$ cat src/rtl/p_mul_result_serializer_if.sv
// Handshake bundle between the multiplier output, the serializer and the beat sink.
//   in_valid/in_data : full-width product from the multiplier (no backpressure)
//   out_ready        : sink accepts the current beat
//   out_valid/out_data/out_last : beat stream, least-significant beat first
// master: the environment side (multiplier + sink); slave: the serializer.
interface p_mul_result_serializer_if #(
  parameter int unsigned DW = 96,
  parameter int unsigned BW = 16
);
  logic          in_valid;
  logic [DW-1:0] in_data;
  logic          out_ready;
  logic          out_valid;
  logic [BW-1:0] out_data;
  logic          out_last;

  modport master (
    output in_valid, in_data, out_ready,
    input  out_valid, out_data, out_last
  );

  modport slave (
    input  in_valid, in_data, out_ready,
    output out_valid, out_data, out_last
  );
endinterface

$ cat src/rtl/p_mul_result_serializer.sv
// Buffers full-width multiplier products in a small FIFO and streams each one
// out as BW-bit beats, least-significant beat first. Products arriving while
// the FIFO is full (and no head pop happens that cycle) are dropped and flagged.
//   clk, rst_n  : clock, asynchronous active-low reset
//   bus         : slave side of p_mul_result_serializer_if
//   overflow    : sticky drop flag, cleared only by reset
//   fifo_count  : products stored, including the one being streamed
module p_mul_result_serializer #(
  parameter int unsigned DEPTH = 4,
  parameter int unsigned DW    = 96,
  parameter int unsigned BW    = 16,
  parameter int unsigned BEATS = 6
) (
  input  logic                         clk,
  input  logic                         rst_n,
  p_mul_result_serializer_if.slave     bus,
  output logic                         overflow,
  output logic [$clog2(DEPTH+1)-1:0]   fifo_count
);

  localparam int unsigned PW  = $clog2(DEPTH);
  localparam int unsigned CW  = $clog2(DEPTH + 1);
  localparam int unsigned BCW = (BEATS > 1) ? $clog2(BEATS) : 1;

  logic [DW-1:0]  mem [DEPTH];
  logic [PW-1:0]  wr_ptr;
  logic [PW-1:0]  rd_ptr;
  logic [CW-1:0]  count;
  logic [BCW-1:0] beat;

  logic          out_valid_c;
  logic          out_last_c;
  logic          hs_c;
  logic          pop_c;
  logic          push_c;
  logic          drop_c;
  logic [DW-1:0] head_c;

  // Handshake decode; outputs depend only on registered state.
  always_comb begin
    out_valid_c = (count != '0);
    out_last_c  = out_valid_c && (beat == BCW'(BEATS - 1));
    hs_c        = out_valid_c && bus.out_ready;
    pop_c       = hs_c && out_last_c;
    // A full FIFO still accepts when the head frees its slot this cycle.
    push_c      = bus.in_valid && ((count < CW'(DEPTH)) || pop_c);
    drop_c      = bus.in_valid && !push_c;
    head_c      = mem[rd_ptr];
  end

  assign bus.out_valid = out_valid_c;
  assign bus.out_last  = out_last_c;
  assign bus.out_data  = out_valid_c ? head_c[32'(beat) * BW +: BW] : '0;
  assign fifo_count    = count;

  // Storage needs no reset; contents are only read while count != 0.
  always_ff @(posedge clk) begin
    if (push_c) begin
      mem[wr_ptr] <= bus.in_data;
    end
  end

  // Pointers, occupancy, beat position and sticky overflow.
  always_ff @(posedge clk or negedge rst_n) begin
    if (!rst_n) begin
      wr_ptr   <= '0;
      rd_ptr   <= '0;
      count    <= '0;
      beat     <= '0;
      overflow <= 1'b0;
    end else begin
      if (push_c) begin
        wr_ptr <= wr_ptr + PW'(1);
      end
      if (pop_c) begin
        rd_ptr <= rd_ptr + PW'(1);
        beat   <= '0;
      end else if (hs_c) begin
        beat <= beat + BCW'(1);
      end
      case ({push_c, pop_c})
        2'b10:   count <= count + CW'(1);
        2'b01:   count <= count - CW'(1);
        default: count <= count;
      endcase
      if (drop_c) begin
        overflow <= 1'b1;
      end
    end
  end

endmodule

$ cat src/flat_wrapper.sv
// flat-port wrapper written by rule: the top's interface ports become plain ports
module p_mul_result_serializer_flat 
#(
  parameter int unsigned DEPTH = 4,
  parameter int unsigned DW    = 96,
  parameter int unsigned BW    = 16,
  parameter int unsigned BEATS = 6
)
  (clk, rst_n, overflow, fifo_count, bus_in_valid, bus_in_data, bus_out_ready, bus_out_valid, bus_out_data, bus_out_last);
  p_mul_result_serializer_if #(.DW(DW), .BW(BW)) bus_i ();
  input  logic clk;
  input  logic rst_n;
  output logic overflow;
  output logic [$clog2(DEPTH+1)-1:0] fifo_count;
  input wire logic [$bits(bus_i.in_valid)-1:0] bus_in_valid;
  input wire logic [$bits(bus_i.in_data)-1:0] bus_in_data;
  input wire logic [$bits(bus_i.out_ready)-1:0] bus_out_ready;
  output wire logic [$bits(bus_i.out_valid)-1:0] bus_out_valid;
  output wire logic [$bits(bus_i.out_data)-1:0] bus_out_data;
  output wire logic [$bits(bus_i.out_last)-1:0] bus_out_last;
  assign bus_i.in_valid = bus_in_valid;
  assign bus_i.in_data = bus_in_data;
  assign bus_i.out_ready = bus_out_ready;
  assign bus_out_valid = bus_i.out_valid;
  assign bus_out_data = bus_i.out_data;
  assign bus_out_last = bus_i.out_last;
  p_mul_result_serializer #(.DEPTH(DEPTH), .DW(DW), .BW(BW), .BEATS(BEATS)) u_core (.clk(clk), .rst_n(rst_n), .bus(bus_i), .overflow(overflow), .fifo_count(fifo_count));
endmodule
$ cat config.mk
export PLATFORM = sky130hd
export DESIGN_NAME = p_mul_result_serializer_flat
export DESIGN_NICKNAME = d
export VERILOG_FILES = /design/src/rtl/p_mul_result_serializer_if.sv /design/src/rtl/p_mul_result_serializer.sv /design/src/flat_wrapper.sv
export SDC_FILE = /design/constraint.sdc
export NUM_CORES = 1
export LEC_CHECK = 0
export ABC_CLOCK_PERIOD_IN_PS = 4200
export BUFFER_PORTS_ARGS = -buffer_cell sky130_fd_sc_hd__buf_4
export CAP_MARGIN = 20
export CORE_ASPECT_RATIO = 2
export CORE_UTILIZATION = 50
export DETAILED_ROUTE_END_ITERATION = 10
export GPL_TIMING_DRIVEN = 0
export PLACE_DENSITY_LB_ADDON = 0.25
export REMOVE_ABC_BUFFERS = 1
export SLEW_MARGIN = 20
export SYNTH_ARGS = -nofsm -noshare
export SYNTH_HDL_FRONTEND = slang
export SYNTH_SLANG_ARGS = --single-unit
$ cat constraint.sdc
create_clock -name clk -period 4.2 [get_ports clk]
set_input_delay 0.42 -clock clk [delete_from_list [all_inputs] [get_ports clk]]
set_output_delay 0.42 -clock clk [all_outputs]
set_load 0.1 [all_outputs]
==> results.txt, run 1 <==
Int Power - 8.60 mW
Hold Vio Cnt, Final - 0
Worst Setup Path Type - reg2out
die width - 125 um
FF+latch count, synth - 395
unrepaired setup endpoints after global routing - no
die area - 31200 um2
total CTS buffers - 35
layout cells sized above 1 - 0.368
top-area cell type share of the netlist area - 0.758
H-tree Lvls - 2
Critical Path AT - 3180 ps
post-synthesis cell area - 15200 um2
worst reg2reg path endpoint - u_core.mem[0][8]
sw power - 4.73 mW
gpl congestion - 0.751
post-synthesis cell count - 656
switching part of the total - 0.355
GRT overflow - 0
Multi-input gate area - 3220 um2
fmax - 278 MHz
total chip power - 13.3 mW
io pins - 122
Worst R2R Path Depth - 5
hold endpoint - u_core.mem[0][41]
first-pass GRT wire length - 44200 um
Post-synth top flop - edfxtp_1
sequential area share after synthesis - 0.776
Buffers on Ports - 121
clock power share - 0.234
DP Wirelength - 17100 um
final cell count without fillers - 1187
measured slew at the worst slew-check pin - 1020 ps
Final Critical Period - 3600 ps
root buffer cell - clkbuf_16
antenna violations before repair - 1
register share of total power - 0.401
worst hold start - bus_in_data[41]
hold_ws - 98.0 ps
Pleak - 5.91 nW
Worst setup SP type - flip-flop
placed inst area - 16700 um2
peak supply drop - 0.721 mV
Avg Synthesized Cell Area - 23.2 um2
final instance area - 17800 um2
warnings from Yosys - 0
Antenna Nets Post-Route - 0
Detailed Routing Iterations Pass 1 - 10
DRT Wirelength - 28600 um
placed insts - 1127
internal reg-to-reg setup slack - 870 ps
type of the most critical hold path - in2reg
gr usage total - 0.194
Clock transition at path regs - 70 ps
Fill cells - 2134
Sequential Area - 11800 um2
Die Ht - 249 um
cell taking the most area after synthesis - edfxtp_1
DRT iter0 DRCs - 490
Post-synth top cells - edfxtp_1, mux4_2, mux2i_1
failing checks - design-rule violations
combinational share of power - 0.364
Clock Sinks - 395
slew margin rel. - 0.318
most frequent cell after synthesis - edfxtp_1
crit-path max FO - 36
status - finished, violations left
Via density - 5.79
Synth-to-Final Area Change - 17.3%
final setup skew - 19.9 ps
Placement Setup Slack - 896 ps
Setup-failing EPs final - 0
vias in the first global route - 7708
layout net count - 905
Core Footprint - 30100 um2
starting density of the core - 0.506
routed wire length per instance - 24.1 um
# DRC - 4
Max Cap Violations - 0
Distinct cells, synth - 28
Worst Path Required - 3780 ps
period utilization - 0.856
ranking of synthesized cells by area - edfxtp_1, mux4_2, mux2i_1, dfrtp_1, mux2_2
buffer depth of the longest clock path - 3
FFs w/ async S/R, synth - 0.0278
CTS tree - done
Critical R2R Launch - u_core.beat[0]
routed via count - 6878
P per Cell Area - 747 nW/um2
number of synthesized flops with an enable pin - 384
CP endpoint kind - output port
Hold Crit Depth - 1
Std-Cell Rows - 90
fin worst setup slack - 604 ps
largest net degree at the start of global routing - 53
final slew viol count - 0
worst skew pair latency - 520 ps
## power by group through the flow
stage | Combinational (mW) | Clock [mW] | Sequential, mW
3_5_place_dp | 4.91 | 0 | 5.45
3_3_place_gp | 4.43 | 0 | 5.79
4_1_cts | 4.93 | 3.19 | 5.37
2_1_floorplan | 3.47 | 0 | 5.70
6_report | 4.86 | 3.12 | 5.35
5_1_grt | 5.12 | 3.32 | 5.41
## worst max path at each step
stage,startpoint,to,slack [ps],depth (start not counted)
floorplan,u_core.rd_ptr[0],bus_out_data[0],-2280,3
global placement,u_core.beat[0],u_core.mem[2][63],-4080,4
detailed placement,u_core.beat[0],u_core.mem[0][63],900,5
CTS,u_core.rd_ptr[0],bus_out_data[2],510,7
global route,u_core.rd_ptr[0],bus_out_data[2],410,7
finish,u_core.rd_ptr[0],bus_out_data[2],600,7
## cells by family after synthesis
logic type               Yosys count  synth area share
XOR/XNOR                           6           0.00345
buffers and inverters             39            0.0139
AND/OR/NAND/NOR                   39            0.0113
multiplexers                     145             0.176
adder cells (fa/ha/maj)            8           0.00707
AO/OA/AOI/OAI                     24            0.0127
flip-flops                       395             0.776
## registers in the layout, summed over array words and instances (netlist names)
signal	flops
u_core.mem	384
u_core.wr_ptr	2
u_core.overflow	1
u_core.fifo_count	3
u_core.beat	3
u_core.rd_ptr	2
## metal layers
layer  routed length, um  track usage  vias up
li1                    -            -     3042
met1               10500        0.227     3623
met2               16000        0.350      164
met3                1270       0.0326       49
met4                 854       0.0805        0
met5                   0            0        -
## worst max-delay path: stages (launching register included)
cell      delay (ps)
dfrtp_4          710
buf_12           270
buf_16           280
mux4_2           550
mux2_2           270
nand2_1           70
o221ai_1         130
buf_4            300
## area by class of cell
cell class              instances  share of cell area
flip-flops and latches        395               0.662
diodes                          1            0.000140
clock buffers                  43              0.0531
repair buffers                135              0.0680
inverters                       8             0.00168
multi-input cells             222               0.180
well taps                     368              0.0258
clock inverters                15             0.00869
## metrics by stage
step           setup TNS, ps   util
2_1_floorplan        -612710      -
3_3_place_gp        -1594020  0.546
3_5_place_dp               0  0.556
4_1_cts                    0  0.593
5_1_grt                    0  0.594
6_report                   0  0.594
## cell usage in the layout (no fill, tap or decap), types with 3 or more instances in the layout
master,instances
nor2_1,5
xnor2_1,3
o21ai_0,3
ha_1,7
and2_4,4
clkbuf_16,37
mux2i_1,33
clkbuf_1,6
inv_1,8
edfxtp_1,384
nand2_1,22
mux2_2,16
buf_4,121
bufinv_16,3
xor2_1,3
dfrtp_4,3
mux4_2,96
buf_16,7
dfrtp_1,8
buf_12,4
o221ai_1,16
clkinv_1,6
## timing repair
action	in CTS	in global routing
endpoints found under the hold margin	11	0
buffers inserted	0	0
hold buffers	1	0
resized for setup	0	0
No activity file was read; power rests on OpenSTA's default activity.
==> run 2, diff against run 1 <==
--- a/config.mk
+++ b/config.mk
@@ -9,7 +9,7 @@
 export BUFFER_PORTS_ARGS = -buffer_cell sky130_fd_sc_hd__buf_4
 export CAP_MARGIN = 20
 export CORE_ASPECT_RATIO = 2
-export CORE_UTILIZATION = 50
+export CORE_UTILIZATION = 45
 export DETAILED_ROUTE_END_ITERATION = 10
 export GPL_TIMING_DRIVEN = 0
 export PLACE_DENSITY_LB_ADDON = 0.25
==> run 2 against run 1 <==
The flow now finishes without violations. Core utilization decreased by 5.0 points. Critical path depth unchanged. Final cell count increased by 5.6%. Clock skew about the same. Wire length increased by 4.5%. Register-to-register slack about the same. Worst setup slack improved by 38 ps. Flip-flop and latch count unchanged. Via count increased by 1.4%.
==> results.txt, run 2 (synthesized netlist as in run 1, its figures left out) <==
gr usage total - 0.177 (was 0.194)
DP Wirelength - 18300 um (was 17100 um)
unrepaired setup endpoints after global routing - no (unchanged)
Critical R2R Launch - u_core.beat[0] (unchanged)
starting density of the core - 0.460 (was 0.506)
GRT overflow - 0 (unchanged)
Final Critical Period - 3560 ps (was 3600 ps)
internal reg-to-reg setup slack - 860 ps (was 870 ps)
io pins - 122 (unchanged)
layout net count - 905 (unchanged)
# resized after CTS - 0 (unchanged)
type of the most critical hold path - in2reg (unchanged)
Max Cap Violations - 0 (unchanged)
Buffers on Ports - 121 (unchanged)
routed wire length per instance - 23.9 um (was 24.1 um)
Worst Setup Path Type - reg2out (unchanged)
Detailed Routing Iterations Pass 1 - 4 (was 10)
worst reg2reg path endpoint - u_core.mem[2][14] (was u_core.mem[0][8])
layout cells sized above 1 - 0.366 (was 0.368)
Synth-to-Final Area Change - 18.0% (was 17.3%)
most common cell after layout, fill and taps aside - edfxtp_1 (unchanged)
Critical Path Source - u_core.rd_ptr[0] (unchanged)
status - complete, no violations (was finished, violations left)
Std-Cell Rows - 94 (was 90)
period utilization - 0.847 (was 0.856)
Via density - 5.56 (was 5.79)
H-tree Lvls - 2 (unchanged)
crit-path max FO - 30 (was 36)
Top delay family on crit path - buffers and inverters (unchanged)
vias in the first global route - 7981 (was 7708)
CP endpoint kind - output port (unchanged)
CTS tree - done (unchanged)
Worst setup SP type - flip-flop (unchanged)
largest net degree at the start of global routing - 51 (was 53)
first-pass GRT wire length - 44900 um (was 44200 um)
Multi-input gate area - 3220 um2 (unchanged)
CP bufs+invs - 3 (unchanged)
CP most frequent cell - buf_16
Clock transition at path regs - 60 ps (was 70 ps)
placed insts - 1191 (was 1127)
P per Cell Area - 748 nW/um2 (was 747 nW/um2)
antenna violations before repair - 0 (was 1)
Worst Path Required - 3780 ps (about the same)
buffer depth of the longest clock path - 3 (unchanged)
Core Footprint - 33000 um2 (was 30100 um2)
Core Util, Final - 0.543 (was 0.594)
measured slew at the worst slew-check pin - 935 ps (was 1020 ps)
final cell count without fillers - 1254 (was 1187)
DRT iter0 DRCs - 431 (was 490)
CP max stage cell - dfrtp_4 (unchanged)
final setup skew - 19.6 ps (was 19.9 ps)
total chip power - 13.4 mW (was 13.3 mW)
die width - 132 um (was 125 um)
die area - 34600 um2 (was 31200 um2)
# DRC - 0 (was 4)
Antenna diodes - 0 (was 1)
Worst Setup EP - bus_out_data[14] (was bus_out_data[2])
DRT Wirelength - 29900 um (was 28600 um)
post-CTS setup buffer count - 0 (unchanged)
hold_ws - 91.9 ps (was 98.0 ps)
Hold Vio Cnt, Final - 0 (unchanged)
Setup-failing EPs final - 0 (unchanged)
slowest stage delay, CP - 660 ps (was 710 ps)
total CTS buffers - 35 (unchanged)
worst skew pair latency - 530 ps (was 520 ps)
Reg with most FFs - u_core.mem (unchanged)
gpl congestion - 0.781 (was 0.751)
Pleak - 5.93 nW (was 5.91 nW)
slew margin rel. - 0.375 (was 0.318)
routed via count - 6977 (was 6878)
Die Ht - 262 um (was 249 um)
worst path cell trace - buf_16 -> buf_16 -> mux4_2 -> mux2_2 -> nand2_1 -> o221ai_1 -> buf_4 (was buf_12 -> buf_16 -> mux4_2 -> mux2_2 -> nand2_1 -> o221ai_1 -> buf_4)
Setup TNS - 0 ps (unchanged)
fmax - 281 MHz (was 278 MHz)
WP depth - 7 (unchanged)
commonest cells after routing, fill and taps aside - edfxtp_1, buf_4, mux4_2 (unchanged)
peak supply drop - 1.04 mV (was 0.721 mV)
Antenna Nets Post-Route - 0 (unchanged)
final slew viol count - 0 (unchanged)
Fill cells - 2457 (was 2134)
Clock Sinks - 395 (unchanged)
Sequential Area - 11800 um2 (unchanged)
max reg flops - 384 (unchanged)
Critical Path AT - 3140 ps (was 3180 ps)
Worst R2R Path Depth - 5 (unchanged)
root buffer cell - clkbuf_16 (unchanged)
-- run 2: cell count changes in the layout (fill, tap and decap cells not counted) --
cell,before,now
buf_6,2,1
clkinv_2,2,4
inv_6,2,0
diode_2,1,0
clkbuf_8,0,1
clkbuf_1,6,13
clkinvlp_4,2,0
clkbuf_16,37,38
clkinv_1,6,3
buf_4,121,122
-- run 2: worst min-delay path by stage --
stage | start | to | slack (ps) | cells after the start
after global placement | rst_n | u_core.fifo_count[2] | 250 | 1
after CTS | bus_in_data[43] | u_core.mem[0][43] | 70 | 1
after global routing | bus_in_data[43] | u_core.mem[0][43] | 80 | 1
after floorplan | rst_n | u_core.beat[0] | 120 | 0
after detailed placement | rst_n | u_core.fifo_count[1] | 270 | 1
final | bus_in_data[43] | u_core.mem[0][43] | 90 | 1
-- run 2: repair_timing --
| item | 4_1_cts | 5_1_grt |
|---|---|---|
| hold buffers | 1 | 0 |
| endpoints found under the hold margin | 11 | 0 |
| endpoints found under the setup margin | 0 | 0 |
-- run 2: stage by stage --
stage          setup slack [ps]  area (um2)
2_1_floorplan             -2280       15000
3_3_place_gp              -4230       16500
3_5_place_dp                850       16800
4_1_cts                     566       18000
5_1_grt                     460       18000
6_report                    642       18000
-- run 2: final cells by class --
class | count | area share
flip-flops and latches | 395 | 0.658
well taps | 432 | 0.0301
clock inverters | 10 | 0.00676
clock buffers | 52 | 0.0565
repair buffers | 135 | 0.0674
multi-input cells | 222 | 0.179
inverters | 8 | 0.00167
-- run 2: where the power goes --
group          total, mW  leakage, nW  switching, mW  internal, mW
Clock               3.17        0.554           1.32          1.86
Sequential          5.36         3.62          0.387          4.97
Combinational       4.89         1.76           3.06          1.84
-- run 2: per-layer routing --
metal	up-vias	share of wire	track usage
li1	3041	-	-
met1	3715	0.36	0.185
met2	164	0.57	0.348
met3	57	0.036	0.0276
met4	0	0.032	0.0746
met5	-	0	0
